==> config.mk <==
export PLATFORM = sky130hd
export DESIGN_NAME = gcn_transform_ctrl
export DESIGN_NICKNAME = d
export VERILOG_FILES = /design/src/rtl/gcn_transform_ctrl.sv
export SDC_FILE = /design/constraint.sdc
export NUM_CORES = 1
export LEC_CHECK = 0
export BUFFER_PORTS_ARGS = -buffer_cell sky130_fd_sc_hd__buf_4
export CAP_MARGIN = 40
export CORE_MARGIN = 2
export CORE_UTILIZATION = 45
export DETAILED_ROUTE_END_ITERATION = 8
export PLACE_DENSITY = 0.71
export SLEW_MARGIN = 20
export SYNTH_ARGS = -nofsm -noshare
export SYNTH_HDL_FRONTEND = slang
export SYNTH_SLANG_ARGS = --single-unit
==> constraint.sdc <==
create_clock -name clk -period 1.75 [get_ports clk]
set_input_delay 0 -clock clk [delete_from_list [all_inputs] [get_ports clk]]
set_output_delay 0 -clock clk [all_outputs]
set_load 0.005 [all_outputs]
==> src/rtl/gcn_transform_ctrl.sv <==
// gcn_transform_ctrl
//   Sequencer for the GCN feature x weight transformation stage. For each
//   group of LANES weight columns it loads the columns into the scratch pad
//   (one lane per cycle), then streams every feature row through the LANES
//   parallel MACs and writes each row's products to the product memory.
//   Row, column-group and lane counters are all internal.
//
//   Optional feature macro: GCN_TRANSFORM_ABORT_EN (adds input 'abort').
//
// Ports:
//   clk, reset          clock; asynchronous active-high reset
//   abort               (GCN_TRANSFORM_ABORT_EN only) cancel a busy run
//   start               level request, sampled only in IDLE
//   prod_wr_ready       product memory accepts the write
//   weight_rd_en        weight memory read strobe
//   weight_col_addr     weight column being read
//   scratch_we          scratch pad lane write strobe
//   scratch_lane        scratch pad lane being written
//   feature_rd_en       feature memory read strobe
//   feature_row_addr    feature row being read
//   prod_wr_en          product write valid
//   prod_row_addr       product row
//   prod_col_base       weight column carried by lane 0
//   prod_lane_mask      lane k valid when prod_col_base+k < WEIGHT_COLS
//   busy                high in every state except IDLE and DONE
//   done                high in DONE only
//
// Handshake: a product write transfers on the rising edge where
//   prod_wr_en && prod_wr_ready. While prod_wr_en is high and ready is low,
//   prod_wr_en, prod_row_addr, prod_col_base and prod_lane_mask hold stable;
//   prod_wr_en never drops without a transfer (except on reset/abort).
//
// The FSM state is held in 'state' (type state_t) for hierarchical probing.

module gcn_transform_ctrl #(
  parameter int FEATURE_ROWS = 6,
  parameter int WEIGHT_COLS  = 3,
  parameter int LANES        = 1,
  parameter int MAC_LATENCY  = 1,
  parameter int ROW_W  = (FEATURE_ROWS > 1) ? $clog2(FEATURE_ROWS) : 1,
  parameter int COL_W  = (WEIGHT_COLS  > 1) ? $clog2(WEIGHT_COLS)  : 1,
  parameter int LANE_W = (LANES        > 1) ? $clog2(LANES)        : 1
) (
  input  logic              clk,
  input  logic              reset,
`ifdef GCN_TRANSFORM_ABORT_EN
  input  logic              abort,
`endif
  input  logic              start,
  input  logic              prod_wr_ready,
  output logic              weight_rd_en,
  output logic [COL_W-1:0]  weight_col_addr,
  output logic              scratch_we,
  output logic [LANE_W-1:0] scratch_lane,
  output logic              feature_rd_en,
  output logic [ROW_W-1:0]  feature_row_addr,
  output logic              prod_wr_en,
  output logic [ROW_W-1:0]  prod_row_addr,
  output logic [COL_W-1:0]  prod_col_base,
  output logic [LANES-1:0]  prod_lane_mask,
  output logic              busy,
  output logic              done
);

  typedef enum logic [2:0] {
    S_IDLE     = 3'd0,
    S_LOAD_W   = 3'd1,
    S_READ_F   = 3'd2,
    S_MAC_WAIT = 3'd3,
    S_WRITE    = 3'd4,
    S_DONE     = 3'd5
  } state_t;

  // Column arithmetic is done one bit wider than COL_W so col_base+lane and
  // col_base+LANES never wrap before being compared.
  localparam int CW1   = COL_W + 1;
  localparam int LAT_W = (MAC_LATENCY > 1) ? $clog2(MAC_LATENCY) : 1;

  localparam logic [CW1-1:0]    LAST_COL  = CW1'(WEIGHT_COLS - 1);
  localparam logic [CW1-1:0]    WCOLS_C   = CW1'(WEIGHT_COLS);
  localparam logic [CW1-1:0]    LANES_C   = CW1'(LANES);
  localparam logic [ROW_W-1:0]  LAST_ROW  = ROW_W'(FEATURE_ROWS - 1);
  localparam logic [LANE_W-1:0] LAST_LANE = LANE_W'(LANES - 1);
  localparam logic [LAT_W-1:0]  LAST_LAT  = LAT_W'(MAC_LATENCY - 1);

  state_t              state, state_nxt;
  logic [ROW_W-1:0]    row, row_nxt;
  logic [COL_W-1:0]    col_base, col_base_nxt;
  logic [LANE_W-1:0]   lane, lane_nxt;
  logic [LAT_W-1:0]    lat, lat_nxt;

  logic [CW1-1:0]      col_lane;   // column loaded by the current lane
  logic [CW1-1:0]      col_end;    // first column of the next group
  logic                abort_hit;

  assign col_lane = {1'b0, col_base} + CW1'(lane);
  assign col_end  = {1'b0, col_base} + LANES_C;

`ifdef GCN_TRANSFORM_ABORT_EN
  assign abort_hit = abort;
`else
  assign abort_hit = 1'b0;
`endif

  always_ff @(posedge clk or posedge reset) begin
    if (reset) begin
      state    <= S_IDLE;
      row      <= '0;
      col_base <= '0;
      lane     <= '0;
      lat      <= '0;
    end else begin
      state    <= state_nxt;
      row      <= row_nxt;
      col_base <= col_base_nxt;
      lane     <= lane_nxt;
      lat      <= lat_nxt;
    end
  end

  always_comb begin
    state_nxt        = state;
    row_nxt          = row;
    col_base_nxt     = col_base;
    lane_nxt         = lane;
    lat_nxt          = lat;
    weight_rd_en     = 1'b0;
    weight_col_addr  = '0;
    scratch_we       = 1'b0;
    scratch_lane     = '0;
    feature_rd_en    = 1'b0;
    feature_row_addr = '0;
    prod_wr_en       = 1'b0;
    prod_row_addr    = '0;
    prod_col_base    = '0;
    prod_lane_mask   = '0;
    busy             = 1'b0;
    done             = 1'b0;

    case (state)
      S_IDLE: begin
        if (start) begin
          state_nxt    = S_LOAD_W;
          row_nxt      = '0;
          col_base_nxt = '0;
          lane_nxt     = '0;
          lat_nxt      = '0;
        end
      end

      S_LOAD_W: begin
        busy            = 1'b1;
        weight_rd_en    = 1'b1;
        scratch_we      = 1'b1;
        weight_col_addr = COL_W'(col_lane);
        scratch_lane    = lane;
        // A partial final group stops at the last real column.
        if (lane == LAST_LANE || col_lane == LAST_COL) begin
          lane_nxt  = '0;
          state_nxt = S_READ_F;
        end else begin
          lane_nxt = lane + 1'b1;
        end
      end

      S_READ_F: begin
        busy             = 1'b1;
        feature_rd_en    = 1'b1;
        feature_row_addr = row;
        lat_nxt          = '0;
        state_nxt        = S_MAC_WAIT;
      end

      S_MAC_WAIT: begin
        busy = 1'b1;
        if (lat == LAST_LAT) begin
          lat_nxt   = '0;
          state_nxt = S_WRITE;
        end else begin
          lat_nxt = lat + 1'b1;
        end
      end

      S_WRITE: begin
        busy          = 1'b1;
        prod_wr_en    = 1'b1;
        prod_row_addr = row;
        prod_col_base = col_base;
        for (int k = 0; k < LANES; k++) begin
          prod_lane_mask[k] = (({1'b0, col_base} + CW1'(k)) < WCOLS_C);
        end
        if (prod_wr_ready) begin
          if (row != LAST_ROW) begin
            row_nxt   = row + 1'b1;
            state_nxt = S_READ_F;
          end else if (col_end >= WCOLS_C) begin
            state_nxt = S_DONE;
          end else begin
            row_nxt      = '0;
            col_base_nxt = COL_W'(col_end);
            state_nxt    = S_LOAD_W;
          end
        end
      end

      S_DONE: begin
        done = 1'b1;
        if (!start) state_nxt = S_IDLE;
      end

      default: begin
        state_nxt = S_IDLE;
      end
    endcase

    // Abort overrides every transition of a busy state, including a WRITE
    // transfer; outputs of this cycle stay Moore-decoded.
    if (abort_hit && busy) begin
      state_nxt    = S_IDLE;
      row_nxt      = '0;
      col_base_nxt = '0;
      lane_nxt     = '0;
      lat_nxt      = '0;
    end
  end

endmodule

==> results.rst, run 1 <==
.. list-table::
   :header-rows: 1

   * - Metric
     - Value
   * - CTS H-tree depth
     - 1
   * - Origin of the worst setup path
     - state[0]
   * - Fillcell total
     - 147
   * - TritonCTS clock tree
     - done
   * - Number of buffers created by CTS
     - 3
   * - Number of hold violations in the final report
     - 0
   * - Post-synthesis sequential area ratio
     - 0.300
   * - Cell Rows
     - 14
   * - Number of cells traversed by the worst register-to-register path
     - 5
   * - Maximum VDD drop
     - 755 uV
   * - Number of clock sinks
     - 9
   * - Post-CTS Setup Bufs
     - 0
   * - Count of unique library cells instantiated by Yosys
     - 34
   * - Proportion of power drawn by the clock network
     - 0.142
   * - RSZ-0062 raised after global routing
     - false
   * - Maximum operating frequency
     - 0.617 GHz
   * - Tightest Hold Check Type
     - primary input to flip-flop
   * - Die span in x
     - 44.8 um
   * - Count of final max-slew check failures
     - 0
   * - I/O pins
     - 22
   * - Post-Syn Area per Cell
     - 9.04 sq um
   * - Via/cell ratio
     - 5.72
   * - CTS max path bufs
     - 2
   * - Final critical delay including setup and external delays
     - 1620 ps
   * - Total internal power
     - 0.000684 W
   * - Routability congestion estimate from global placement
     - 0.814
   * - Floorplan die height
     - 44.8 um
   * - Half-perimeter wire length of the detailed placement result
     - 1300 um
   * - Switching power share of the total
     - 0.428
   * - Reg-to-reg startpoint
     - col_base[0]
   * - Post-CTS clock slew at the launch and capture registers of the worst setup and hold paths
     - 70 ps
   * - Mean routed wirelength per cell
     - 14.7 um
   * - Area growth from synthesis to layout
     - 27.2%
   * - Post-detailed-placement cell area
     - 917 sq um
   * - Number of antenna violations at the first check in global routing
     - 0
   * - Finished layout cell area
     - 955 sq um
   * - Number of maximum-capacitance violations
     - 0
   * - Largest net degree at the start of global routing
     - 14
   * - Crit end category
     - primary output
   * - Critical setup path kind
     - flip-flop to primary output
   * - Buffer type at the clock tree root
     - sky130_fd_sc_hd__clkbuf_4
   * - Quantity of I/O buffers inserted on ports
     - 21
   * - Static leakage
     - 0.504 nW
   * - Reg area
     - 226 sq um
   * - Number of cells traversed by the worst hold path
     - 3
   * - Antenna fix cells
     - 0
   * - HP Start
     - prod_wr_ready
   * - Total global-route track usage
     - 0.218
   * - Via count of the first global-routing pass
     - 686
   * - Data required time at the worst endpoint
     - 1750 ps
   * - First-pass DRT Iterations
     - 4
   * - Final nets
     - 115
   * - Net switching component of the power
     - 0.000511 W
   * - Power density over the cells
     - 1250 mW/mm^2
   * - Flops & latches, synth
     - 9
   * - Startpoint types
     - flip-flop
   * - Net count after synthesis
     - 91
   * - Multi-input logic area
     - 469 sq um
   * - Final ANT Viol Nets
     - 0
   * - Setup violation total in the final timing report
     - 0
   * - Total wirelength of the detailed-routed design
     - 1790 um
   * - Result of the run
     - finished, final reports clean
   * - Mapped cell area
     - 751 sq um
   * - DRT iter0 DRCs
     - 15
   * - Proportion of layout cells with a drive suffix above 1
     - 0.321
   * - Number of synthesis warnings
     - 0
   * - Clk_lat worst skew
     - 270 ps
   * - Largest clock skew in the final design
     - 3.43 ps
   * - Worst-case headroom to the max-slew limit
     - 0.736
   * - Standard cell core area
     - 0.00154 sq mm
   * - Most common cell after layout, fill and taps aside
     - sky130_fd_sc_hd__buf_4
   * - Accumulated negative setup slack
     - 0 ps
   * - Part of the power in combinational logic
     - 0.494
   * - Critical path peak fanout
     - 13
   * - Final period utilization
     - 0.927
   * - Commonest cells after routing, fill and taps aside
     - sky130_fd_sc_hd__buf_4 (23), sky130_fd_sc_hd__and2_1 (9), sky130_fd_sc_hd__inv_1 (8), sky130_fd_sc_hd__dfrtp_1 (8), sky130_fd_sc_hd__nor2_1 (5)
   * - Worst Path Arrival
     - 1620 ps
   * - Initial Utilization
     - 0.487
   * - Die footprint
     - 0.00201 sq mm
   * - Mapped Cells
     - 83
   * - First-pass GRT wire length
     - 3130 um
   * - Number of design rule violations left after detail routing
     - 0
   * - Count of vias placed by the detailed router
     - 698
   * - GR Overflow Total
     - 0
   * - Worst-margin pin slew
     - 394 ps
   * - Share of total power in sequential cells
     - 0.363
-- state kept, by name, indices dropped and copies added, names as in the netlist --
register and cells:
row 3, state 3, col_base 2, lane 1
-- path summary, 6_finish.rpt --
kind / end / slack (ps)
max reg2reg: state[0] / 190
max: prod_row_addr[0] / 130
min: row[0] / 40
min reg2reg: lane / 560
min in group asynchronous: state[0] / 260
max in group asynchronous: state[2] / 1200
-- area by class of cell --
type	instances	area share
Sequential cell	9	0.237
Clock buffer	4	0.0275
Inverter	8	0.0315
Multi-Input combinational cell	61	0.491
Timing Repair Buffer	24	0.191
Tap cell	16	0.0210
-- critical path: stages (launching register included) --
cell and delay, ps:
sky130_fd_sc_hd__dfrtp_1 520, sky130_fd_sc_hd__nor3b_1 370, sky130_fd_sc_hd__buf_4 220, sky130_fd_sc_hd__and2_1 130, sky130_fd_sc_hd__buf_4 100
-- Yosys cell counts --
master	number	area share
sky130_fd_sc_hd__and2_1	9	0.075
sky130_fd_sc_hd__dfrtp_1	9	0.30
sky130_fd_sc_hd__inv_1	8	0.040
sky130_fd_sc_hd__nor2_1	5	0.025
sky130_fd_sc_hd__ha_1	4	0.067
sky130_fd_sc_hd__nor3_1	4	0.027
sky130_fd_sc_hd__buf_2	3	0.020
sky130_fd_sc_hd__nand2_1	3	0.015
sky130_fd_sc_hd__nor2b_1	3	0.025
sky130_fd_sc_hd__o21ai_0	3	0.020
sky130_fd_sc_hd__o31a_1	3	0.035
sky130_fd_sc_hd__and3_1	2	0.017
sky130_fd_sc_hd__nand3_1	2	0.013
sky130_fd_sc_hd__nand3b_1	2	0.020
sky130_fd_sc_hd__nand4_1	2	0.017
sky130_fd_sc_hd__o211ai_1	2	0.020
sky130_fd_sc_hd__o211ai_2	2	0.033
sky130_fd_sc_hd__a21o_1	1	0.010
sky130_fd_sc_hd__a31oi_1	1	0.0083
sky130_fd_sc_hd__and3b_1	1	0.012
sky130_fd_sc_hd__buf_4	1	0.010
sky130_fd_sc_hd__clkbuf_1	1	0.0050
sky130_fd_sc_hd__mux2_2	1	0.015
sky130_fd_sc_hd__mux2i_1	1	0.013
sky130_fd_sc_hd__nand2b_1	1	0.0083
sky130_fd_sc_hd__nand3b_4	1	0.027
sky130_fd_sc_hd__nor3b_1	1	0.010
sky130_fd_sc_hd__nor3b_2	1	0.017
sky130_fd_sc_hd__nor4bb_1	1	0.013
sky130_fd_sc_hd__o2111ai_1	1	0.012
sky130_fd_sc_hd__o221ai_2	1	0.020
sky130_fd_sc_hd__o311a_4	1	0.028
sky130_fd_sc_hd__o311ai_0	1	0.012
sky130_fd_sc_hd__xnor2_1	1	0.012
-- power by group through the flow --
stage	Combinational (W)	Sequential (W)	Clock, W
2_1_floorplan	0.000444	0.000348	0
3_3_place_gp	0.000576	0.000432	0
3_5_place_dp	0.000588	0.000432	0
4_1_cts	0.000593	0.000429	0.000173
5_1_grt	0.000655	0.000455	0.000184
6_report	0.000591	0.000434	0.000170
-- timing repair --
action	CTS	global route
hold buffers	1	0
endpoints found under the setup margin	0	4
gates resized for setup	0	2
hold endpoints to repair	9	0
-- metrics by stage --
step | util | hold WS (ps) | setup slack, ps | power [W] | cells
2_1_floorplan | - | -172 | 207 | 0.000792 | 83
3_5_place_dp | 0.595 | 7.21 | 67.7 | 0.00102 | 117
5_1_grt | 0.619 | 62.2 | 62.7 | 0.00129 | 122
4_1_cts | 0.619 | 38.5 | 48.1 | 0.00120 | 122
3_3_place_gp | 0.595 | -3.53 | 115 | 0.00101 | 117
6_report | 0.619 | 42.0 | 128 | 0.00119 | 122
-- cell families (layout without fill, tap and decap cells) --
logic type | Yosys count | in the layout | synth area share
flops | 9 | 9 | 0.300
compound gates | 16 | 16 | 0.198
simple gates | 38 | 38 | 0.320
fa+ha+maj | 4 | 4 | 0.0667
xor+xnor | 1 | 1 | 0.0117
mux | 2 | 2 | 0.0283
buf+inv | 13 | 36 | 0.0750
-- layer usage --
| metal | wire (um) | up-vias | share of wire | global-route usage |
|---|---|---|---|---|
| met5 | 0 | - | 0 | 0 |
| met4 | 33 | 0 | 0.018 | 0.129 |
| met3 | 104 | 6 | 0.058 | 0.0480 |
| met2 | 824 | 27 | 0.46 | 0.330 |
| met1 | 829 | 325 | 0.46 | 0.284 |
| li1 | - | 340 | - | - |
No activity file was read; power rests on OpenSTA's default activity.
==> run 2: changes to the inputs <==
Settings changed: PLACE_DENSITY 0.71 to 0.8.
Clock period 1.75 ns to 1.9 ns, I/O delays scaled along.
==> run 2 against run 1 <==
  * Non-clock buffer count up 1
  * Sequential share of layout area is 0.28 points lower
  * Power is 5.5% lower
  * Core utilization increased by 0.41 points
  * Critical endpoint is now state[0]
  * Count of clock-buffer cells in the layout unchanged
  * Highest routed layer unchanged
==> results.rst, run 2 (same netlist as run 1, synthesis figures left out) <==
.. list-table::
   :header-rows: 1

   * - Metric
     - Value
   * - Result of the run
     - finished, final reports clean
   * - Via/cell ratio
     - 5.98 (+4.4%)
   * - Count of vias placed by the detailed router
     - 735 (+5.3%)
   * - Number of cells traversed by the worst hold path
     - 3 (unchanged)
   * - GR Overflow Total
     - 0 (unchanged)
   * - Largest registers
     - row: 3 flops, state: 3 flops, col_base: 2 flops
   * - Post-CTS Setup Bufs
     - 0 (unchanged)
   * - Cell Rows
     - 14 (unchanged)
   * - Die span in x
     - 44.8 um (unchanged)
   * - Setup violation total in the final timing report
     - 0 (unchanged)
   * - Reg-to-reg startpoint
     - col_base[0]
   * - Critical path peak fanout
     - 4 (-9)
   * - RSZ-0062 raised after global routing
     - false
   * - Via count of the first global-routing pass
     - 724 (+5.5%)
   * - Final worst hold slack
     - 25.5 ps (-16.5 ps)
   * - Half-perimeter wire length of the detailed placement result
     - 1430 um (+9.9%)
   * - Worst Path Arrival
     - 1770 ps (+150 ps)
   * - Maximum VDD drop
     - 610 uV (-19%)
   * - Most Crowded Layer GR
     - met2
   * - Minimum setup slack in the final design
     - 258 ps (+130 ps)
   * - Met3 routing resource usage after global routing
     - 0.0440 (-0.00400)
   * - Number of buffers created by CTS
     - 3 (unchanged)
   * - Largest clock skew in the final design
     - 4.57 ps (+1.14 ps)
   * - Critical setup path kind
     - flip-flop to flip-flop
   * - Total global-route track usage
     - 0.227 (+0.00908)
   * - Worst-margin pin slew
     - 434 ps (+39.8 ps)
   * - Cell type of the slowest stage on the worst timing path
     - sky130_fd_sc_hd__dfrtp_1
   * - Routability congestion estimate from global placement
     - 0.826 (+1.4%)
   * - Accumulated negative setup slack
     - 0 ps (unchanged)
   * - R2r setup slk
     - 260 ps (+70 ps)
   * - Stage delay of the slowest cell on the critical path
     - 420 ps (-100 ps)
   * - Worst-case headroom to the max-slew limit
     - 0.707 (-0.0291)
   * - Cell family with the largest share of critical-path delay
     - compound AO/OA/AOI/OAI gates
   * - Proportion of layout cells with a drive suffix above 1
     - 0.318 (-0.00300)
   * - Initial Utilization
     - 0.487 (unchanged)
   * - Static leakage
     - 0.510 nW (+1.3%)
   * - Number of cells traversed by the worst register-to-register path
     - 5 (unchanged)
   * - First-pass GRT wire length
     - 3300 um (+5.5%)
   * - Number of maximum-capacitance violations
     - 0 (unchanged)
   * - HP Start
     - prod_wr_ready
   * - Post-placement worst setup slack
     - 225 ps (+158 ps)
   * - Number of clock sinks
     - 9 (unchanged)
   * - Largest net degree at the start of global routing
     - 14 (unchanged)
   * - Total wirelength of the detailed-routed design
     - 1900 um (+6.2%)
   * - CTS hold repair buffers
     - 1 (unchanged)
   * - Buffer type at the clock tree root
     - sky130_fd_sc_hd__clkbuf_4
   * - Final nets
     - 116 (+0.87%)
   * - Data required time at the worst endpoint
     - 2030 ps (+280 ps)
   * - Power density over the cells
     - 1170 mW/mm^2 (-6.1%)
   * - Count of final max-slew check failures
     - 0 (unchanged)
   * - Floorplan die height
     - 44.8 um (unchanged)
   * - I/O pins
     - 22 (unchanged)
   * - Post-CTS clock slew at the launch and capture registers of the worst setup and hold paths
     - 70 ps (about the same)
   * - Worst path bufs/invs
     - 1 (-1)
   * - Final period utilization
     - 0.864
   * - Most common cell after layout, fill and taps aside
     - sky130_fd_sc_hd__buf_4
   * - Final critical delay including setup and external delays
     - 1640 ps
   * - DRT iter0 DRCs
     - 13 (-2)
   * - Cell-by-cell listing of the critical path
     - ha_1 > ha_1 > inv_1 > o311ai_0 > o211ai_1
   * - Antenna fix cells
     - 0 (unchanged)
   * - Commonest cells after routing, fill and taps aside
     - sky130_fd_sc_hd__buf_4 (24), sky130_fd_sc_hd__and2_1 (9), sky130_fd_sc_hd__dfrtp_1 (9)
   * - Final ANT Viol Nets
     - 0 (unchanged)
   * - TritonCTS clock tree
     - done
   * - Tightest Hold Check Type
     - primary input to flip-flop
   * - Resized Gates After CTS
     - 0 (unchanged)
   * - Most frequent cell on the critical path
     - sky130_fd_sc_hd__ha_1
   * - Maximum operating frequency
     - 0.609 GHz
   * - Area growth from synthesis to layout
     - 28.0%
   * - GR Util met1
     - 0.277 (-0.00721)
   * - Standard cell core area
     - 0.00154 sq mm (unchanged)
   * - Worst R2R End
     - state[0]
   * - Mean routed wirelength per cell
     - 15.5 um (+5.3%)
   * - Fillcell total
     - 148 (+0.68%)
   * - Quantity of I/O buffers inserted on ports
     - 21 (unchanged)
   * - Die footprint
     - 0.00201 sq mm (unchanged)
   * - CTS H-tree depth
     - 1 (unchanged)
   * - Endpoint of the worst hold-timing path
     - row[0]
   * - Clk_lat worst skew
     - 270 ps (about the same)
   * - CTS max path bufs
     - 2 (unchanged)
   * - First-pass DRT Iterations
     - 4 (unchanged)
   * - Number of design rule violations left after detail routing
     - 0 (unchanged)
   * - Startpoint types
     - flip-flop
   * - Number of antenna violations at the first check in global routing
     - 0 (unchanged)
   * - Crit end category
     - flip-flop
   * - Number of hold violations in the final report
     - 0 (unchanged)
   * - Met2 Resource Use GR
     - 0.380 (+0.0493)
## run 2: cell count changes in the layout (fill, tap and decap cells not counted), sizes merged
cell	delta
buf	+1
## run 2: worst max-delay path by stage
stage,start,to,slack [ps],depth (start not counted)
after floorplan,col_base[0],state[0],360,5
after global placement,col_base[0],state[0],250,5
after detailed placement,col_base[0],state[0],230,5
after CTS,col_base[0],state[0],230,5
after global routing,col_base[0],state[0],150,5
final,col_base[0],state[0],260,5
## run 2: power breakdown
group / switching [W] / internal, W
clock: 0.0000788 / 0.0000815
combinational: 0.000270 / 0.000315
sequential: 0.000134 / 0.000250
## run 2: cell type report
cell class	count	area [sq um]	share of cell area
multi-input combinational	61	469	0.488
sequential	9	225	0.234
timing repair buffer	25	190	0.198
clock buffer	4	26.3	0.0273
inverter	8	30.0	0.0312
tap	16	20.0	0.0208
## run 2: routing by layer
metal	vias to the layer above	part of all wire
met5	-	0
met4	0	0.026
met3	7	0.054
met2	24	0.49
met1	360	0.43
li1	344	-
## run 2: per-stage QoR
stage | power, W | instance area [sq um] | std cells | utilization
2_1_floorplan | 0.000730 | 751 | 83 | -
3_3_place_gp | 0.000951 | 925 | 118 | 0.600
3_5_place_dp | 0.000968 | 925 | 118 | 0.600
4_1_cts | 0.00113 | 961 | 123 | 0.623
5_1_grt | 0.00122 | 961 | 123 | 0.623
6_report | 0.00113 | 961 | 123 | 0.623
## run 2: worst register-to-register path: stages, from the launching register on
cell	delay [ps]
sky130_fd_sc_hd__dfrtp_1	420
sky130_fd_sc_hd__ha_1	210
sky130_fd_sc_hd__ha_1	280
sky130_fd_sc_hd__inv_1	40
sky130_fd_sc_hd__o311ai_0	410
sky130_fd_sc_hd__o211ai_1	140
==> run 3: changes to the inputs <==
Settings changed: RECOVER_POWER set to 50.
==> run 3 against run 2 <==
  * Via count fell by 0.41%
  * Critical path depth did not move
  * Cell count did not move
  * Design area fell by 2.6%
  * Clock skew fell by 0.94 ps
  * Power fell by 2.5%
  * Critical path type is now flip-flop to primary output
  * Critical endpoint is now weight_col_addr[1]
  * Largest power group unchanged
==> results.rst, run 3 (same netlist as run 1, synthesis figures left out) <==
.. list-table::
   :header-rows: 1

   * - Metric
     - Value
   * - Maximum VDD drop
     - 599 uV (-1.9%)
   * - Number of design rule violations left after detail routing
     - 0 (unchanged)
   * - Antenna fix cells
     - 0 (unchanged)
   * - Count of final max-slew check failures
     - 0 (unchanged)
   * - Post-placement worst setup slack
     - 225 ps (unchanged)
   * - Area growth from synthesis to layout
     - 24.7%
   * - Reg area
     - 225 sq um (unchanged)
   * - Power density over the cells
     - 1180 mW/mm^2 (+0.12%)
   * - Die span in x
     - 44.8 um (unchanged)
   * - I/O pins
     - 22 (unchanged)
   * - Critical path peak fanout
     - 7 (+3)
   * - Most frequent cell on the critical path
     - sky130_fd_sc_hd__buf_4
   * - Placed cell count
     - 118 (unchanged)
   * - Post-CTS clock slew at the launch and capture registers of the worst setup and hold paths
     - 60 ps (about the same)
   * - Worst Path Arrival
     - 1690 ps (-80 ps)
   * - Final ANT Viol Nets
     - 0 (unchanged)
   * - Count of vias placed by the detailed router
     - 732 (-0.41%)
   * - Number of buffers created by CTS
     - 3 (unchanged)
   * - Data required time at the worst endpoint
     - 1900 ps (-130 ps)
   * - CTS H-tree depth
     - 1 (unchanged)
   * - Stage delay of the slowest cell on the critical path
     - 470 ps (+50 ps)
   * - Commonest cells after routing, fill and taps aside
     - sky130_fd_sc_hd__buf_4 (22), sky130_fd_sc_hd__and2_1 (9), sky130_fd_sc_hd__dfrtp_1 (9)
   * - Number of hold violations in the final report
     - 0 (unchanged)
   * - Result of the run
     - finished, final reports clean
   * - Startpoint types
     - flip-flop
   * - Cell Rows
     - 14 (unchanged)
   * - Routability congestion estimate from global placement
     - 0.826 (unchanged)
   * - Maximum operating frequency
     - 0.593 GHz (-2.6%)
   * - Static leakage
     - 0.492 nW (-3.6%)
   * - CTS max path bufs
     - 2 (unchanged)
   * - Buffer type at the clock tree root
     - sky130_fd_sc_hd__clkbuf_4
   * - Worst-case headroom to the max-slew limit
     - 0.708 (+0.00131)
   * - Standard cell core area
     - 0.00154 sq mm (unchanged)
   * - Die footprint
     - 0.00201 sq mm (unchanged)
   * - Total wirelength of the detailed-routed design
     - 1940 um (+2.0%)
   * - Clk_lat worst skew
     - 280 ps (about the same)
   * - GR Overflow Total
     - 0 (unchanged)
   * - Crit end category
     - primary output
   * - TritonCTS clock tree
     - done
   * - Final nets
     - 116 (unchanged)
   * - Largest registers
     - row: 3 flops, state: 3 flops, col_base: 2 flops
   * - Multi-input logic area
     - 448 sq um (-4.5%)
   * - Worst-margin pin slew
     - 432 ps (-1.94 ps)
   * - Total global-route track usage
     - 0.227 (unchanged)
   * - Count of placed standard cells in the final layout, fillers left out
     - 123 (unchanged)
   * - Cell type of the slowest stage on the worst timing path
     - sky130_fd_sc_hd__dfrtp_1
   * - Largest net degree at the start of global routing
     - 14 (unchanged)
   * - Worst path bufs/invs
     - 3 (+2)
   * - Minimum setup slack in the final design
     - 213 ps (-44.4 ps)
   * - Cell family with the largest share of critical-path delay
     - buffers and inverters
   * - Floorplan die height
     - 44.8 um (unchanged)
   * - Tightest Hold Check Type
     - primary input to flip-flop
   * - First-pass DRT Iterations
     - 4 (unchanged)
   * - Final critical delay including setup and external delays
     - 1690 ps (+44.4 ps)
   * - Number of clock sinks
     - 9 (unchanged)
   * - Number of maximum-capacitance violations
     - 0 (unchanged)
   * - Quantity of I/O buffers inserted on ports
     - 21 (unchanged)
   * - First-pass GRT wire length
     - 3300 um (unchanged)
   * - Proportion of layout cells with a drive suffix above 1
     - 0.280 (-0.0374)
   * - Number of antenna violations at the first check in global routing
     - 0 (unchanged)
   * - Accumulated negative setup slack
     - 0 ps (unchanged)
   * - Via/cell ratio
     - 5.95 (-0.41%)
   * - Initial Utilization
     - 0.487 (unchanged)
   * - Mean routed wirelength per cell
     - 15.8 um (+2.0%)
   * - RSZ-0062 raised after global routing
     - false
   * - Half-perimeter wire length of the detailed placement result
     - 1430 um (unchanged)
   * - Critical setup path kind
     - flip-flop to primary output
   * - Via count of the first global-routing pass
     - 724 (unchanged)
   * - Most common cell after layout, fill and taps aside
     - sky130_fd_sc_hd__buf_4
   * - DRT iter0 DRCs
     - 15 (+2)
   * - R2r setup slk
     - 260 ps (about the same)
   * - Setup violation total in the final timing report
     - 0 (unchanged)
   * - Largest clock skew in the final design
     - 3.63 ps (-0.938 ps)
   * - Fillcell total
     - 151 (+2.0%)
   * - Cell-by-cell listing of the critical path
     - buf_4 > nor3b_1 > clkbuf_1 > and2_1 > buf_4
   * - Final period utilization
     - 0.888 (+0.0234)
run 3: cell types whose count changed in the layout (fill, tap and decap cells not counted):
cell	change
sky130_fd_sc_hd__clkbuf_4	+1
sky130_fd_sc_hd__clkbuf_1	+1
sky130_fd_sc_hd__o211ai_1	+1
sky130_fd_sc_hd__o311a_1	+1
sky130_fd_sc_hd__nor3b_2	-1
sky130_fd_sc_hd__o211ai_2	-1
sky130_fd_sc_hd__buf_4	-2
sky130_fd_sc_hd__nor3b_1	+1
sky130_fd_sc_hd__o311a_4	-1
run 3: cell type report:
class	count	share of cell area
timing repair buffer	25	0.199
inverter	8	0.0321
multi-input combinational	61	0.479
tap	16	0.0214
sequential	9	0.241
clock buffer	4	0.0281
run 3: final timing paths:
path                                     from                  to  depth (start not counted)
worst max-delay path                 state[2]  weight_col_addr[1]                          5
worst min-delay path            prod_wr_ready              row[0]                          3
worst max register to register    col_base[0]            state[0]                          5
worst min register to register           lane                lane                          1
max in group asynchronous               reset         col_base[0]                          3
min in group asynchronous               reset              row[2]                          3
run 3: metrics by stage:
| step | total power (W) | hold WS (ps) | cell area (sq um) | util |
|---|---|---|---|---|
| floorplan | 0.000730 | -172 | 751 | - |
| global placement | 0.000951 | -5.47 | 925 | 0.600 |
| detailed placement | 0.000968 | 1.85 | 925 | 0.600 |
| CTS | 0.00113 | 22.5 | 961 | 0.623 |
| global route | 0.00119 | 51.0 | 936 | 0.607 |
| finish | 0.00110 | 22.8 | 936 | 0.607 |
run 3: worst min-delay path: cells and delay by family:
kind	cells	cell delay, ps
muxes	1	50
buffers and inverters	1	150
and+or+nand+nor	1	60
run 3: power breakdown:
group,leakage [nW],internal [W],total (W),switching (W)
registers,0.120,0.000250,0.000383,0.000133
clock network,0.0150,0.0000815,0.000162,0.0000804
logic,0.356,0.000292,0.000556,0.000264
total,0.492,0.000624,0.00110,0.000477
run 3: what timing repair did:
| action | in CTS | in global routing |
|---|---|---|
| hold buffers | 1 | 0 |
| setup endpoints to repair | 0 | 0 |
| endpoints found under the hold margin | 9 | 0 |
| buffers inserted | 0 | 0 |
| resized for setup | 0 | 0 |
run 3: routing by layer:
metal	vias to the layer above	track usage	routed length [um]
met5	-	0	0
met3	6	0.0440	141
li1	345	-	-
met1	348	0.277	779
met4	0	0.118	43
met2	33	0.380	975
